### config.mk
export PLATFORM = sky130hd
export DESIGN_NAME = uart_host_seq
export DESIGN_NICKNAME = d
export VERILOG_FILES = /design/src/rtl/uart_host_seq.sv
export SDC_FILE = /design/constraint.sdc
export NUM_CORES = 1
export LEC_CHECK = 0
export BUFFER_PORTS_ARGS = -buffer_cell sky130_fd_sc_hd__buf_2
export CAP_MARGIN = 25
export CORE_AREA = 2 2 91 93
export DETAILED_ROUTE_END_ITERATION = 6
export DIE_AREA = 0 0 93 95
export GPL_TIMING_DRIVEN = 1
export PLACE_DENSITY = 0.69
export SLEW_MARGIN = 20
export SYNTH_ARGS = -nofsm -noshare
export SYNTH_HDL_FRONTEND = slang
export SYNTH_SLANG_ARGS = --single-unit
export TNS_END_PERCENT = 5
### constraint.sdc
create_clock -name clk_i -period 2.4 [get_ports clk_i]
set_input_delay 0.48 -clock clk_i [delete_from_list [all_inputs] [get_ports clk_i]]
set_output_delay 0.48 -clock clk_i [all_outputs]
set_load 0.01 [all_outputs]
### src/rtl/uart_host_seq.sv
// uart_host_seq: register-bus initiator for the UART core slave port.
// Programs BAUD and RX_EN after reset, packs host TX bytes into bursts,
// launches each burst and waits for completion, and drains the RX FIFO
// into a valid/ready stream. Every reg_* output is a registered single-cycle access.
module uart_host_seq #(
    parameter logic [15:0] BAUD_DIV   = 16'd868,
    parameter int          BURST      = 7,
    parameter logic [15:0] TX_TIMEOUT = 16'hFFFF
) (
    input  logic        clk_i,
    input  logic        rst_i,
    input  logic        tx_valid_i,
    input  logic [7:0]  tx_data_i,
    input  logic        tx_last_i,
    output logic        tx_ready_o,
    output logic        rx_valid_o,
    output logic [7:0]  rx_data_o,
    input  logic        rx_ready_i,
    output logic        reg_we_o,
    output logic        reg_re_o,
    output logic [11:0] reg_addr_o,
    output logic [31:0] reg_wdata_o,
    input  logic [31:0] reg_rdata_i,
    input  logic        tx_done_i,
    input  logic        rx_empty_i,
    output logic        busy_o,
    output logic        err_o
);

    localparam logic [11:0] ADDR_BAUD    = 12'h000;
    localparam logic [11:0] ADDR_TX_DATA = 12'h004;
    localparam logic [11:0] ADDR_RX_DATA = 12'h008;
    localparam logic [11:0] ADDR_RX_EN   = 12'h00C;
    localparam logic [11:0] ADDR_TX_LVL  = 12'h018;
    localparam logic [11:0] ADDR_RD_EN   = 12'h01C;
    localparam logic [2:0]  BURST_C      = 3'(BURST);

    // state      | meaning
    // INIT_BAUD  | reset state; BAUD write is issued on leaving
    // INIT_RX    | BAUD on the bus; RX_EN write issued on leaving
    // IDLE       | accept first TX byte or start an RX read
    // TX_FILL    | TX_DATA writes, further bytes accepted until burst closes
    // TX_LEVEL   | TX_FIFO_LEVEL write on the bus
    // TX_GO      | RD_EN_TXFIFO=1 write on the bus
    // TX_WAIT    | waiting for tx_done_i or timeout
    // TX_STOP    | RD_EN_TXFIFO=0 write on the bus
    // RX_RD      | RX_DATA read strobe on the bus
    // RX_CAP     | read data returning; captured on leaving
    typedef enum logic [3:0] {
        INIT_BAUD, INIT_RX, IDLE, TX_FILL, TX_LEVEL,
        TX_GO, TX_WAIT, TX_STOP, RX_RD, RX_CAP
    } state_t;

    state_t      state;
    logic [2:0]  count;
    logic        closed;
    logic [15:0] wait_cnt;

    logic        close_now;
    logic [2:0]  count_inc;

    // A byte closes the burst when it carries tx_last_i or fills it to BURST.
    always_comb begin
        count_inc = count + 3'd1;
        close_now = 1'b0;
        if (state == IDLE) begin
            close_now = tx_last_i || (BURST_C == 3'd1);
        end else begin
            close_now = tx_last_i || (count_inc == BURST_C);
        end
    end

    // Sequencer: state, counters and all registered outputs.
    always_ff @(posedge clk_i) begin
        if (rst_i) begin
            state       <= INIT_BAUD;
            count       <= 3'd0;
            closed      <= 1'b0;
            wait_cnt    <= 16'd0;
            tx_ready_o  <= 1'b0;
            rx_valid_o  <= 1'b0;
            rx_data_o   <= 8'd0;
            reg_we_o    <= 1'b0;
            reg_re_o    <= 1'b0;
            reg_addr_o  <= 12'd0;
            reg_wdata_o <= 32'd0;
            busy_o      <= 1'b0;
            err_o       <= 1'b0;
        end else begin
            reg_we_o    <= 1'b0;
            reg_re_o    <= 1'b0;
            reg_addr_o  <= 12'd0;
            reg_wdata_o <= 32'd0;
            busy_o      <= (state != IDLE);
            if (rx_valid_o && rx_ready_i) begin
                rx_valid_o <= 1'b0;
            end
            case (state)
                INIT_BAUD: begin
                    reg_we_o    <= 1'b1;
                    reg_addr_o  <= ADDR_BAUD;
                    reg_wdata_o <= {16'd0, BAUD_DIV};
                    state       <= INIT_RX;
                end
                INIT_RX: begin
                    reg_we_o    <= 1'b1;
                    reg_addr_o  <= ADDR_RX_EN;
                    reg_wdata_o <= 32'd1;
                    state       <= IDLE;
                end
                IDLE: begin
                    // A handshake already offered by tx_ready_o is honoured first.
                    if (tx_valid_i && tx_ready_o) begin
                        reg_we_o    <= 1'b1;
                        reg_addr_o  <= ADDR_TX_DATA;
                        reg_wdata_o <= {24'd0, tx_data_i};
                        count       <= 3'd1;
                        closed      <= close_now;
                        tx_ready_o  <= !close_now;
                        busy_o      <= 1'b1;
                        state       <= TX_FILL;
                    end else if (!rx_empty_i && !rx_valid_o) begin
                        reg_re_o    <= 1'b1;
                        reg_addr_o  <= ADDR_RX_DATA;
                        tx_ready_o  <= 1'b0;
                        busy_o      <= 1'b1;
                        state       <= RX_RD;
                    end else begin
                        tx_ready_o  <= 1'b1;
                    end
                end
                TX_FILL: begin
                    if (closed) begin
                        reg_we_o    <= 1'b1;
                        reg_addr_o  <= ADDR_TX_LVL;
                        reg_wdata_o <= {29'd0, count};
                        tx_ready_o  <= 1'b0;
                        state       <= TX_LEVEL;
                    end else if (tx_valid_i && tx_ready_o) begin
                        reg_we_o    <= 1'b1;
                        reg_addr_o  <= ADDR_TX_DATA;
                        reg_wdata_o <= {24'd0, tx_data_i};
                        count       <= count_inc;
                        closed      <= close_now;
                        tx_ready_o  <= !close_now;
                    end
                end
                TX_LEVEL: begin
                    reg_we_o    <= 1'b1;
                    reg_addr_o  <= ADDR_RD_EN;
                    reg_wdata_o <= 32'd1;
                    wait_cnt    <= 16'd0;
                    state       <= TX_GO;
                end
                TX_GO: begin
                    state <= TX_WAIT;
                end
                TX_WAIT: begin
                    if (tx_done_i || (wait_cnt >= TX_TIMEOUT - 16'd1)) begin
                        if (!tx_done_i) begin
                            err_o <= 1'b1;
                        end
                        reg_we_o    <= 1'b1;
                        reg_addr_o  <= ADDR_RD_EN;
                        reg_wdata_o <= 32'd0;
                        state       <= TX_STOP;
                    end else if (wait_cnt != 16'hFFFF) begin
                        wait_cnt <= wait_cnt + 16'd1;
                    end
                end
                TX_STOP: begin
                    count  <= 3'd0;
                    closed <= 1'b0;
                    state  <= IDLE;
                end
                RX_RD: begin
                    state <= RX_CAP;
                end
                RX_CAP: begin
                    rx_data_o  <= reg_rdata_i[7:0];
                    rx_valid_o <= 1'b1;
                    state      <= IDLE;
                end
                default: begin
                    state <= INIT_BAUD;
                end
            endcase
        end
    end

endmodule

# --- Word-level counts from Yosys, hierarchy flattened ---
# Index checks and enable logic that the tools add are counted.
word_totals:
  reg_bits: 82
  in_bits: 47
  out_inout_bits: 58
  wordCells: 103
classes:
  add_sub_neg: 2
  n_lt_le_gt_ge: 1
  eq_ne: 21
  n_mux: 41
  n_bitwise: 2
  n_reduce_logical: 23
op_table:
  columns: ["op", "count"]
  rows:
  - ["one-hot mux 32 bit (4 select lines)", 1]
  - ["2-to-1 mux 16 bit", 2]
  - ["2-to-1 mux 32 bit", 1]
  - ["one-hot mux 16 bit (2 select lines)", 1]
  - ["one-hot mux 4 bit (8 select lines)", 1]
  - ["one-hot mux 5 bit (5 select lines)", 1]
  - ["2-to-1 mux 4 bit", 6]
  - ["2-to-1 mux 1 bit", 17]
  - ["adder 16 x 1 -> 16 bit (second input constant)", 1]
  - ["== test 4 x 3 -> 1 bit (second input constant)", 4]
  - [">= comparator 16 bit (second input constant)", 1]
  - ["!= test 16 bit (second input constant)", 1]
  - ["2-to-1 mux 3 bit", 4]
  - ["!= test 2 bit (second input constant)", 6]
  - ["2-to-1 mux 5 bit", 2]
  - ["one-hot mux 3 bit (3 select lines)", 1]
  - ["AND reduction 3 bit", 3]
  - ["OR reduction 3 bit", 3]
  - ["== test 4 x 2 -> 1 bit (second input constant)", 2]
  - ["== test 4 bit (second input constant)", 2]
  - ["2-to-1 mux 8 bit", 1]
  - ["nonzero test 2 bit", 3]
  - ["== test 4 x 1 -> 1 bit (second input constant)", 1]
  - ["logical NOT 4 bit", 1]
  - ["17 further kinds", 24]

# --- Depth between registers and ports, before layout ---
logic_depth:
  ltp_word: 8
  mapped_depth: 9
  ltp_nobuf: 7

# --- Worst setup path before layout ---
# OpenSTA, ideal clock, no wires.
synth_path:
  path_type: "flip-flop to flip-flop"
  start: "reg state[0]"
  end: "reg wait_cnt[14]"
  setup_ns: 0.070
  arrival_time_ns: 1.877
  required_ns: 2.330
  setup_slack_ns: 0.452
  path_stages_with_launch: 8
  n_path_buf: 2
  synth_period_minus_slack_ns: 1.948
  path_cell_list: "dfxtp_1 > buf_6 > nand2b_4 > or3b_4 > o21ba_4 > buf_6 > or4_1 > a21oi_1"
synth_via:
  elab_chain_len: 3
  elab_cells_between_ends: 7
  classes_between: "4 x eq/ne; 1 x mux; 2 x reduce/logical"
synth_rtl:
  columns: ["item", "line_no", "source"]
  rows:
  - ["start: declaration", "54", "state_t state;"]
  - ["start signal: assignment", "76", "state <= INIT_BAUD;"]
  - ["start signal: assignment", "103", "state <= INIT_RX;"]
  - ["start signal: assignment", "109", "state <= IDLE;"]
  - ["== test 4 x 3 -> 1 bit", "98", "case (state)"]
  - ["!= test 2 bit (no source line) or nonzero test 2 bit (tied branches)", null, null]
  - ["AND reduction 3 bit (no source line)", null, null]
  - ["end signal: assignment", "168", "wait_cnt <= wait_cnt + 16'd1;"]
  - ["end: declaration", "57", "logic [15:0] wait_cnt;"]
# Several ways; a longest one is shown, not always the timed one.
# A chain may end at the register's enable or synchronous reset.

# --- Final worst setup path ---
layout_path:
  start: "reg state[0]"
  end: "reg wait_cnt[12]"
# The elaborated chain is that of the path after synthesis.

==> results.rst <==
.. list-table::
   :header-rows: 1

   * - Metric
     - Value
   * - Synth Area per Inst
     - 8.06 um2
   * - Wire length of the first global-routing pass
     - 10.1 mm
   * - Crit path max-delay cell type
     - sky130_fd_sc_hd__or4_1
   * - Post-CTS Hold Buffers
     - 0
   * - Minimum setup slack in the final design
     - 0.356 ns
   * - Internal cell power
     - roughly 1.6 mW
   * - Post_cts resized
     - 0
   * - Number of synthesized flops with an enable pin
     - 0
   * - Relative max-transition margin
     - 0.637
   * - Cell area reported after detailed placement
     - 2950 um2
   * - Slew Viols, Final
     - 0
   * - # IOs
     - 105
   * - Number of antenna-violating nets in the routed design
     - 0
   * - Sink count of the clock tree
     - 50
   * - Setup Fix Bufs, Post-CTS
     - 0
   * - Largest area contributor in the netlist
     - sky130_fd_sc_hd__dfxtp_1
   * - Total wire length after detailed routing
     - ~6 mm
   * - Final #Nets
     - 433
   * - Sw Share
     - 0.349
   * - H-Tree Depth
     - 2
   * - Die X
     - about 93 um
   * - Placement Rows
     - 33
   * - Pwr/cell area
     - 796 nW/um2
   * - Remaining Overflow, GRT
     - 0
   * - Share of the synthesized area in the top cell type
     - 0.371
   * - Routed vias
     - 2423
   * - Clock tree from TritonCTS
     - yes
   * - Vias in the first global route
     - approximately 2.2k
   * - Hold wc startpoint
     - tx_data_i[3]
   * - Worst flop-to-flop path startpoint
     - state[0]
   * - Arrival @ worst endpoint
     - ~2.3 ns
   * - Timing startpoint of the critical path
     - state[0]
   * - R2R depth
     - 5
   * - Worst setup slack before clock tree synthesis
     - between 0.3 and 0.4 ns
   * - Result of the run
     - finished, final reports clean
   * - Max stage delay on crit path
     - between 0.4 and 0.5 ns
   * - Fraction of final layout cells sized beyond drive strength 1
     - 0.201
   * - Starting density of the core
     - 0.340
   * - Worst clock skew
     - 0.00381 ns
   * - Dominant synthesized flop cell
     - sky130_fd_sc_hd__dfxtp_1
   * - Hold slack
     - around 0.41 ns
   * - Total Neg Setup Slack
     - 0 ns
   * - Worst hold-check path type
     - in2reg
   * - Mapped Area
     - 2700 um2
   * - Number of stages on the worst hold path
     - 2
   * - Die outline area
     - between 8000 and 9000 um2
   * - Max-cap violations
     - 0
   * - Detailed-route vias per instance
     - approximately 5.0
   * - Drt first-iter violations
     - 143
   * - Crit path time final
     - 2.04 ns
   * - Clock transition time at the flip-flop clock pins of the worst setup and hold paths
     - 0.09 ns
   * - Total global routing track utilization
     - 0.139
   * - Critical-path maximum fanout
     - 25
   * - Root cell of the clock tree
     - sky130_fd_sc_hd__clkbuf_8
   * - Synthesis-to-finish area growth
     - 13.3%
   * - Cells after Synth
     - 335
   * - Fin area
     - 3060 um2
   * - Detailed-router iteration count before antenna repair
     - 4
   * - Static leakage power
     - 1.21 nW
   * - Post-detail-place hpwl
     - 4.40 mm
   * - Per-cell routed wire length
     - between 10 and 15 um
   * - Source-to-sink clock delay at the later pin of the worst-skew pair
     - between 0.2 and 0.3 ns
   * - Number of setup violations in the final report
     - 0
   * - Remaining routing DRC violations
     - 0
   * - Max Clk Rate
     - between 0.4 and 0.5 GHz
   * - Final hold vios
     - 0
   * - RSZ-0062 raised after global routing
     - false
   * - CP startpoint kind
     - flop
   * - Placeable core region
     - 7930 um2
   * - FFs w/ async S/R, synth
     - 0
   * - Flops & latches, synth
     - 50
   * - Share of power burned in registers
     - 0.415
   * - Peak VDD IR
     - about 340 uV
   * - Total of buffers placed on input and output ports
     - 49
   * - Relative contribution of combinational cells to total power
     - 0.348
   * - Kind of end point of the critical path
     - flop
   * - Number of antenna diodes
     - 0
   * - Type of the setup path with the least slack
     - reg2reg
   * - Final clock period utilization by the worst path
     - 0.851
   * - Number of buffers between clock root and the deepest sink
     - 2
   * - Worst path required time
     - about 2.6 ns
   * - TritonCTS buffer count
     - 5
   * - Core utilization of the finished layout
     - 0.386
   * - Synth cell types
     - 53
   * - Critical Path, Cell by Cell
     - nand2b_4 -> or3b_4 -> o21ba_4 -> or4_1 -> a21oi_1
   * - Most common cell after layout, fill and taps aside
     - sky130_fd_sc_hd__dfxtp_1
   * - Net Sw Power
     - 0.850 mW
   * - Yosys warns
     - 0
   * - Die height
     - between 90 and 100 um
   * - Sequential share of the synthesized area
     - 0.371
   * - Relative contribution of the clock network to total power
     - 0.237
   * - Leading post-synthesis cells by cell area
     - sky130_fd_sc_hd__dfxtp_1 (37%), sky130_fd_sc_hd__buf_4 (9.5%), sky130_fd_sc_hd__nand2_1 (6.4%), sky130_fd_sc_hd__a21oi_1 (5.7%), sky130_fd_sc_hd__nor2_1 (3.5%)
   * - Commonest cells after routing, fill and taps aside
     - sky130_fd_sc_hd__dfxtp_1 (50), sky130_fd_sc_hd__buf_2 (49), sky130_fd_sc_hd__nand2_1 (46), sky130_fd_sc_hd__a21oi_1 (31), sky130_fd_sc_hd__conb_1 (31)
   * - Final weighted congestion in routability-driven placement
     - 0.822
   * - Transition at the pin with the smallest max-transition slack
     - 0.544 ns
   * - Antenna violations before repair
     - 0
   * - Maximum number of pins on one net before global-route repair
     - 29
## registers in the layout, summed over array words and instances (netlist names)
signal and cells:
rx_data_o 8, count 3, reg_re_o 1, wait_cnt 16, err_o 1, reg_we_o 1
closed 1, reg_addr_o 3, state 4, reg_wdata_o 9, tx_ready_o 1, rx_valid_o 1
busy_o 1
## kinds of logic (layout without fill, tap and decap cells)
group,after synthesis,in the layout,share of synthesized area
adders and majority gates,4,4,0.0185
xor gates and xnor gates,3,3,0.00974
muxes,3,3,0.0111
DFF,50,50,0.371
buffers and inverters,57,75,0.133
AOI/OAI and AO/OA,72,72,0.169
and+or+nand+nor,145,145,0.287
other,1,31,0.00139
## through the flow
| step | std cells | power, mW |
|---|---|---|
| 6_report | 488 | 2.43 |
| 5_1_grt | 488 | 2.60 |
| 4_1_cts | 488 | 2.45 |
| 3_5_place_dp | 480 | 1.87 |
| 3_3_place_gp | 480 | 1.85 |
| 2_1_floorplan | 365 | 1.68 |
## Yosys cell counts, types with 2 or more instances
cell type,n
sky130_fd_sc_hd__nand2b_1,4
sky130_fd_sc_hd__a31oi_1,3
sky130_fd_sc_hd__buf_6,2
sky130_fd_sc_hd__nand4_1,8
sky130_fd_sc_hd__mux2i_1,3
sky130_fd_sc_hd__nor3b_1,2
sky130_fd_sc_hd__o311a_1,2
sky130_fd_sc_hd__nand2_1,46
sky130_fd_sc_hd__dfxtp_1,50
sky130_fd_sc_hd__clkbuf_1,11
sky130_fd_sc_hd__ha_1,4
sky130_fd_sc_hd__and2_1,7
sky130_fd_sc_hd__o21a_1,2
sky130_fd_sc_hd__a31o_2,2
sky130_fd_sc_hd__or2_2,2
sky130_fd_sc_hd__nor2b_1,2
sky130_fd_sc_hd__o31a_1,2
sky130_fd_sc_hd__nand3_1,6
sky130_fd_sc_hd__buf_4,34
sky130_fd_sc_hd__a211oi_1,2
sky130_fd_sc_hd__inv_1,7
sky130_fd_sc_hd__o31ai_1,9
sky130_fd_sc_hd__and3_1,3
sky130_fd_sc_hd__buf_1,2
sky130_fd_sc_hd__o21ai_0,9
sky130_fd_sc_hd__o211ai_1,3
sky130_fd_sc_hd__nor2_1,25
sky130_fd_sc_hd__xor2_1,2
sky130_fd_sc_hd__nor4_1,4
sky130_fd_sc_hd__nor3_1,10
sky130_fd_sc_hd__a21oi_1,31
sky130_fd_sc_hd__o21bai_1,2
sky130_fd_sc_hd__or3_1,4
sky130_fd_sc_hd__or4_1,10
sky130_fd_sc_hd__nand3b_1,2
## worst paths after layout
check | to | slack (ns)
setup / recovery | wait_cnt[12] | 0.36
hold / removal | reg_wdata_o[3] | 0.41
setup reg to reg | wait_cnt[12] | 0.36
hold reg to reg | rx_data_o[3] | 0.46
## per-layer routing
layer,vias up,share of wire,global-route usage
met2,72,0.48,0.238
met5,-,0,0
met1,1130,0.46,0.182
met3,4,0.052,0.0231
li1,1217,-,-
met4,0,0.011,0.0392
## critical path, delay by kind of cell, from the launching register on
kind	cells	cell delay [ns]
simple gates	3	1.08
flops	1	0.42
compound gates	2	0.48
## power by group through the flow
stage | combinational (mW) | clock, mW | sequential [mW]
4_1_cts | 0.843 | 0.598 | 1.01
2_1_floorplan | 0.646 | 0 | 1.03
5_1_grt | 0.947 | 0.630 | 1.03
3_3_place_gp | 0.824 | 0 | 1.03
6_report | 0.846 | 0.578 | 1.01
3_5_place_dp | 0.837 | 0 | 1.03
## area by class of cell
type                            instances  area, um2
Clock inverter                          1       30.0
Tap cell                              105        131
Clock buffer                            7       76.3
Multi-Input combinational cell        258       1450
Fill cell                             819       4870
Sequential cell                        50       1000
Timing Repair Buffer                   60        340
Inverter                                7       26.3
Note: power is estimated with default switching activity, not from simulation.
